File: src/rtl/tdc_pattern_readout_scheduler.sv
// Snapshots NPIX pixel test-pattern words on bx_strobe and drains the hit words in rotating priority
// over one valid/ready port. Optional trailer word per snapshot: define TDC_SCHED_TRAILER_EN.
module tdc_pattern_readout_scheduler #(
  parameter int NPIX  = 4,
  parameter int WORDW = 30,
  parameter int CNTW  = 8
) (
  input  logic                    clk,
  input  logic                    reset,
  input  logic                    dis,
  input  logic                    bx_strobe,
  input  logic [NPIX*WORDW-1:0]   pix_words,
  output logic [WORDW-1:0]        dout,
  output logic                    dout_valid,
  input  logic                    dout_ready,
  output logic                    busy,
  output logic [CNTW-1:0]         overflow_cnt
);

  localparam int IDXW = (NPIX > 1) ? $clog2(NPIX) : 1;

  typedef enum logic [1:0] {IDLE, LOAD, DRAIN, TRAILER} state_t;

  state_t                  state_q, state_d;
  logic [NPIX*WORDW-1:0]   hold_q, hold_d;
  logic [NPIX-1:0]         pending_q, pending_d;
  logic [IDXW-1:0]         start_q, start_d;
  logic [WORDW-1:0]        dout_q, dout_d;
  logic                    dout_valid_q, dout_valid_d;
  logic [CNTW-1:0]         ovf_q, ovf_d;

  logic [IDXW-1:0]         idx;
  logic [NPIX-1:0]         strobe_hits;

  function automatic logic [NPIX-1:0] hit_bits(input logic [NPIX*WORDW-1:0] w);
    logic [NPIX-1:0] r;
    for (int i = 0; i < NPIX; i++) r[i] = w[i*WORDW];
    return r;
  endfunction

  // First set bit at or above s, wrapping; lowest rotation distance wins.
  function automatic logic [IDXW-1:0] pick(input logic [NPIX-1:0] p, input logic [IDXW-1:0] s);
    logic [IDXW-1:0] r;
    r = '0;
    for (int k = NPIX - 1; k >= 0; k--) begin
      int j;
      j = (int'(s) + k) % NPIX;
      if (p[j]) r = IDXW'(j);
    end
    return r;
  endfunction

  function automatic logic [IDXW-1:0] next_start(input logic [IDXW-1:0] s);
    return (int'(s) == NPIX - 1) ? '0 : s + 1'b1;
  endfunction

  function automatic logic [CNTW-1:0] sat_inc(input logic [CNTW-1:0] c);
    return (&c) ? c : c + 1'b1;
  endfunction

`ifdef TDC_SCHED_TRAILER_EN
  function automatic logic [WORDW-1:0] trailer_word(input logic [NPIX-1:0] h);
    logic [11:0] c;
    c = '0;
    for (int i = 0; i < NPIX; i++) c = c + 12'(h[i]);
    return WORDW'({8'hFF, c, 9'h1FF, 1'b0});
  endfunction
`endif

  always_comb begin
    strobe_hits = hit_bits(pix_words);
    idx         = pick(pending_q, start_q);
  end

  always_comb begin
    state_d      = state_q;
    hold_d       = hold_q;
    pending_d    = pending_q;
    start_d      = start_q;
    dout_d       = dout_q;
    dout_valid_d = dout_valid_q;
    ovf_d        = ovf_q;

    case (state_q)
      IDLE: begin
        if (bx_strobe) begin
          hold_d    = pix_words;
          pending_d = strobe_hits;
          start_d   = next_start(start_q);
          if (|strobe_hits) begin
            state_d = LOAD;
          end else begin
`ifdef TDC_SCHED_TRAILER_EN
            dout_d       = trailer_word(strobe_hits);
            dout_valid_d = 1'b1;
            state_d      = TRAILER;
`else
            state_d      = IDLE;
`endif
          end
        end
      end
      LOAD: begin
        dout_d         = hold_q[int'(idx)*WORDW +: WORDW];
        dout_valid_d   = 1'b1;
        pending_d[idx] = 1'b0;
        state_d        = DRAIN;
      end
      DRAIN: begin
        if (dout_valid_q && dout_ready) begin
          if (|pending_q) begin
            dout_d         = hold_q[int'(idx)*WORDW +: WORDW];
            pending_d[idx] = 1'b0;
          end else begin
`ifdef TDC_SCHED_TRAILER_EN
            dout_d       = trailer_word(hit_bits(hold_q));
            state_d      = TRAILER;
`else
            dout_valid_d = 1'b0;
            state_d      = IDLE;
`endif
          end
        end
      end
      TRAILER: begin
        if (dout_ready) begin
          dout_valid_d = 1'b0;
          state_d      = IDLE;
        end
      end
      default: state_d = IDLE;
    endcase

    // A strobe arriving while any snapshot is still in flight is dropped and counted.
    if (bx_strobe && state_q != IDLE) ovf_d = sat_inc(ovf_q);

    if (dis) begin
      state_d      = IDLE;
      hold_d       = '0;
      pending_d    = '0;
      start_d      = '0;
      dout_d       = '0;
      dout_valid_d = 1'b0;
      ovf_d        = ovf_q;
    end
  end

  always_ff @(posedge clk) begin
    if (!reset) begin
      state_q      <= IDLE;
      hold_q       <= '0;
      pending_q    <= '0;
      start_q      <= '0;
      dout_q       <= '0;
      dout_valid_q <= 1'b0;
      ovf_q        <= '0;
    end else begin
      state_q      <= state_d;
      hold_q       <= hold_d;
      pending_q    <= pending_d;
      start_q      <= start_d;
      dout_q       <= dout_d;
      dout_valid_q <= dout_valid_d;
      ovf_q        <= ovf_d;
    end
  end

  assign dout         = dout_q;
  assign dout_valid   = dout_valid_q;
  assign busy         = (state_q != IDLE);
  assign overflow_cnt = ovf_q;

endmodule

File: config.mk
export PLATFORM = sky130hd
export DESIGN_NAME = tdc_pattern_readout_scheduler
export DESIGN_NICKNAME = d
export VERILOG_FILES = /design/src/rtl/tdc_pattern_readout_scheduler.sv
export SDC_FILE = /design/constraint.sdc
export NUM_CORES = 1
export LEC_CHECK = 0
export ABC_AREA = 1
export BUFFER_PORTS_ARGS = -buffer_cell sky130_fd_sc_hd__buf_2
export CORE_MARGIN = 2
export CORE_UTILIZATION = 55
export CTS_CLUSTER_DIAMETER = 100
export DETAILED_ROUTE_END_ITERATION = 6
export MAX_ROUTING_LAYER = met4
export PLACE_DENSITY = 0.87
export SETUP_SLACK_MARGIN = 0.15
export SLEW_MARGIN = 0
export SYNTH_ARGS = -nofsm -noshare
export SYNTH_HDL_FRONTEND = slang
export SYNTH_SLANG_ARGS = --single-unit
File: constraint.sdc
create_clock -name clk -period 3.9 [get_ports clk]
set_input_delay 0.78 -clock clk [delete_from_list [all_inputs] [get_ports clk]]
set_output_delay 0.78 -clock clk [all_outputs]
set_load 0.05 [all_outputs]
==> flow_summary.ini <==
[outcome]
status = finished, final reports clean

[power]
power_density_mw_per_mm2 = 490.6
vdd_drop_max_mv = 0.3433
p_leak_nw = 3.771

[timing]
slew_headroom_pct = 33.28
layout_worst_path_cycle_share_pct = 77.61
rsz0062_at_grt = no
setup_slack_ns = 0.8732
clock_skew_ns = 0.006025
clock.fmax_mhz = 330.4
hold_violations = 0
setup-tns-final_ns = 0
min_period_ns = 3.027
tightest_slew_ns = 1.001
finalMaxSlewViolations = 0
setup_viol = 0

[die]
ios = 165
die_w_um = 119.0
die_area_mm2 = 0.01416
initial_core_util_pct = 55.60
core_area_mm2 = 0.01309
rows = 42
chipHeight_um = 119.0

[yosys]
ys_types = 29
synthSimpleGateAreaFrac_pct = 32.33
syn_inst = 1018
syn_nets = 1150
yosysTopAreaCell = dfxtp_1
synthXorXnorAreaFrac_pct = 0.1204
synth_compound_area_share_pct = 13.83
netlist_top_cells_area = dfxtp_1 46%, nor2_1 16%, o21ai_0 12%
synth_top_family_by_area = simple AND/OR/NAND/NOR gates
syn_area_per_cell_um2 = 7.147
syn_area_mm2 = 0.007276
ys.flop_type = dfxtp_1
async_reset_ff_share_pct = 0
synth-edff-count = 0
synth_top_area_share_pct = 45.95
synthAdderAreaFrac_pct = 1.204
synth_most_common_cell = nor2_1
synth_seq_cells = 167
yosys_warnings = 0
synth_seq_area_share_pct = 45.95
netlist_top_cells_count = 302 x nor2_1, 168 x o21ai_0, 167 x dfxtp_1
muxShareOfSynthArea_pct = 0

[place]
port_buffers = 164
dp_cells = 1292
placed_cell_area_mm2 = 0.008079
gp_congestion = 0.9225
dp_slack_ns = 0.9392
dpl.hpwl_mm = 13.40

[drt]
wl_per_cell_um = 14.93
drt_iter0_drc = 968
dr.pass1.iters = 7
ant_nets = 0
drc_errors = 0
totalWireLength_mm = 19.74
num_vias = 7285
avgViaCountPerCell = 5.511

[global_route]
grt_pass1_vias = 6423
antenna_found_initial = 0
grt.overflow.total = 0
grt_use_total_pct = 29.07
grt_pass1_wl_mm = 32.00
grt_max_degree = 129

[worst_setup_path]
crit_chain = ha_1 > inv_1 > nand3_2 > nand2_1 > inv_2 > nand2_4 > nand3_4 > nand2_4 > nand2_1 > o21ai_1 > nor2_1 > nor2_1
path_buf_inv = 2
cp.required_ns = 4.26
slowest_stage = nand2_4
rrSetupSlack_ns = 0.87
worstPathMaxFanout = 60
critPathLaunchType = flop
crit_family = simple AND/OR/NAND/NOR gates
cp.arrival_ns = 3.39
crit_type = flop to flop
slowest_delay_ns = 0.72
cp-end-kind = flop

[final_layout]
syn2layout_area_growth_pct = 18.18
num_antenna_cells = 0
postLayoutCellArea_mm2 = 0.008598
drive_gt1_share_pct = 19.37
final_cell_count_no_fill = 1322
num-nets-final = 1267

[clock_network]
clk_latency_ns = 0.43
cts_tree = done
cts_resized = 0
post_cts_buffers = 0
cts_root_buffer = clkbuf_16
cts_buffer_depth = 2
cts_hold_buf = 0
cts_buffers = 17
path_clk_slew_ns = 0.06
cts_sinks = 167
htreeDepth = 4

[min_path]
hold_path_class = flop to flop

[job]
maxCapViolations = 0
## placed cells by master, fill, tap and decap left out, types with 6 or more instances in the layout
master     netlist  layout
nor2_1         302     301
o21ai_0        168     168
dfxtp_1        167     167
buf_2            5     164
nand3_1         91      91
nand2_1         78      77
nand4_1         44      44
inv_1           28      28
a21oi_1         24      24
clkbuf_16        0      17
ha_1             7       7
buf_4            2       6
## sequential cells by signal, indices dropped and copies added, names as in the netlist
name,count
hold_q,120
dout,30
overflow_cnt,8
pending_q,4
start_q,2
state_q,2
dout_valid,1
## worst register-to-register path: stages, from the launching register on
cell	delay [ns]
dfxtp_1	0.54
ha_1	0.32
inv_1	0.08
nand3_2	0.09
nand2_1	0.08
inv_2	0.04
nand2_4	0.06
nand3_4	0.38
nand2_4	0.72
nand2_1	0.31
o21ai_1	0.21
nor2_1	0.06
nor2_1	0.08
## routing by layer
| metal | vias to the layer above | track usage [%] | part of all wire [%] |
|---|---|---|---|
| met5 | - | - | 0 |
| met4 | 0 | 9.598 | 1.8 |
| met3 | 37 | 6.034 | 9.0 |
| met2 | 361 | 40.95 | 43 |
| met1 | 3276 | 41.57 | 46 |
| li1 | 3611 | - | - |
## worst paths after layout
check / start / endpoint / depth (start not counted)
max: start_q[0] / dout[3] / 12
min reg2reg: overflow_cnt[4] / overflow_cnt[4] / 2
min: overflow_cnt[4] / overflow_cnt[4] / 2
max reg2reg: start_q[0] / dout[3] / 12
## logic make-up after synthesis
| kind of cell | after synthesis |
|---|---|
| fa+ha+maj | 7 |
| compound gates | 198 |
| buf+inv | 109 |
| xor+xnor | 1 |
| flops | 167 |
| simple gates | 536 |
## layout make-up
cell class | instances | area (um2)
flip-flops and latches | 167 | 3343
inverters | 35 | 135.1
repair buffers | 172 | 905.9
well taps | 176 | 220.2
clock buffers | 26 | 499.2
clock inverters | 4 | 20.02
fillers | 1128 | 4487
multi-input cells | 742 | 3475
## through the flow
step                power [mW]  hold WS [ns]  util, %
floorplan                2.530        0.4298        -
global placement         2.717        0.4485    61.74
detailed placement       2.734        0.4540    61.74
CTS                      4.220        0.4632    65.71
global route             4.404        0.4778    65.71
finish                   4.218        0.4616    65.71
## power by group
part / total (mW) / internal [mW] / switching, mW
Sequential: 1.87 / 1.80 / 0.0643
Combinational: 0.852 / 0.235 / 0.617
Clock: 1.50 / 0.870 / 0.631
Note: power is estimated with default switching activity, not from simulation.
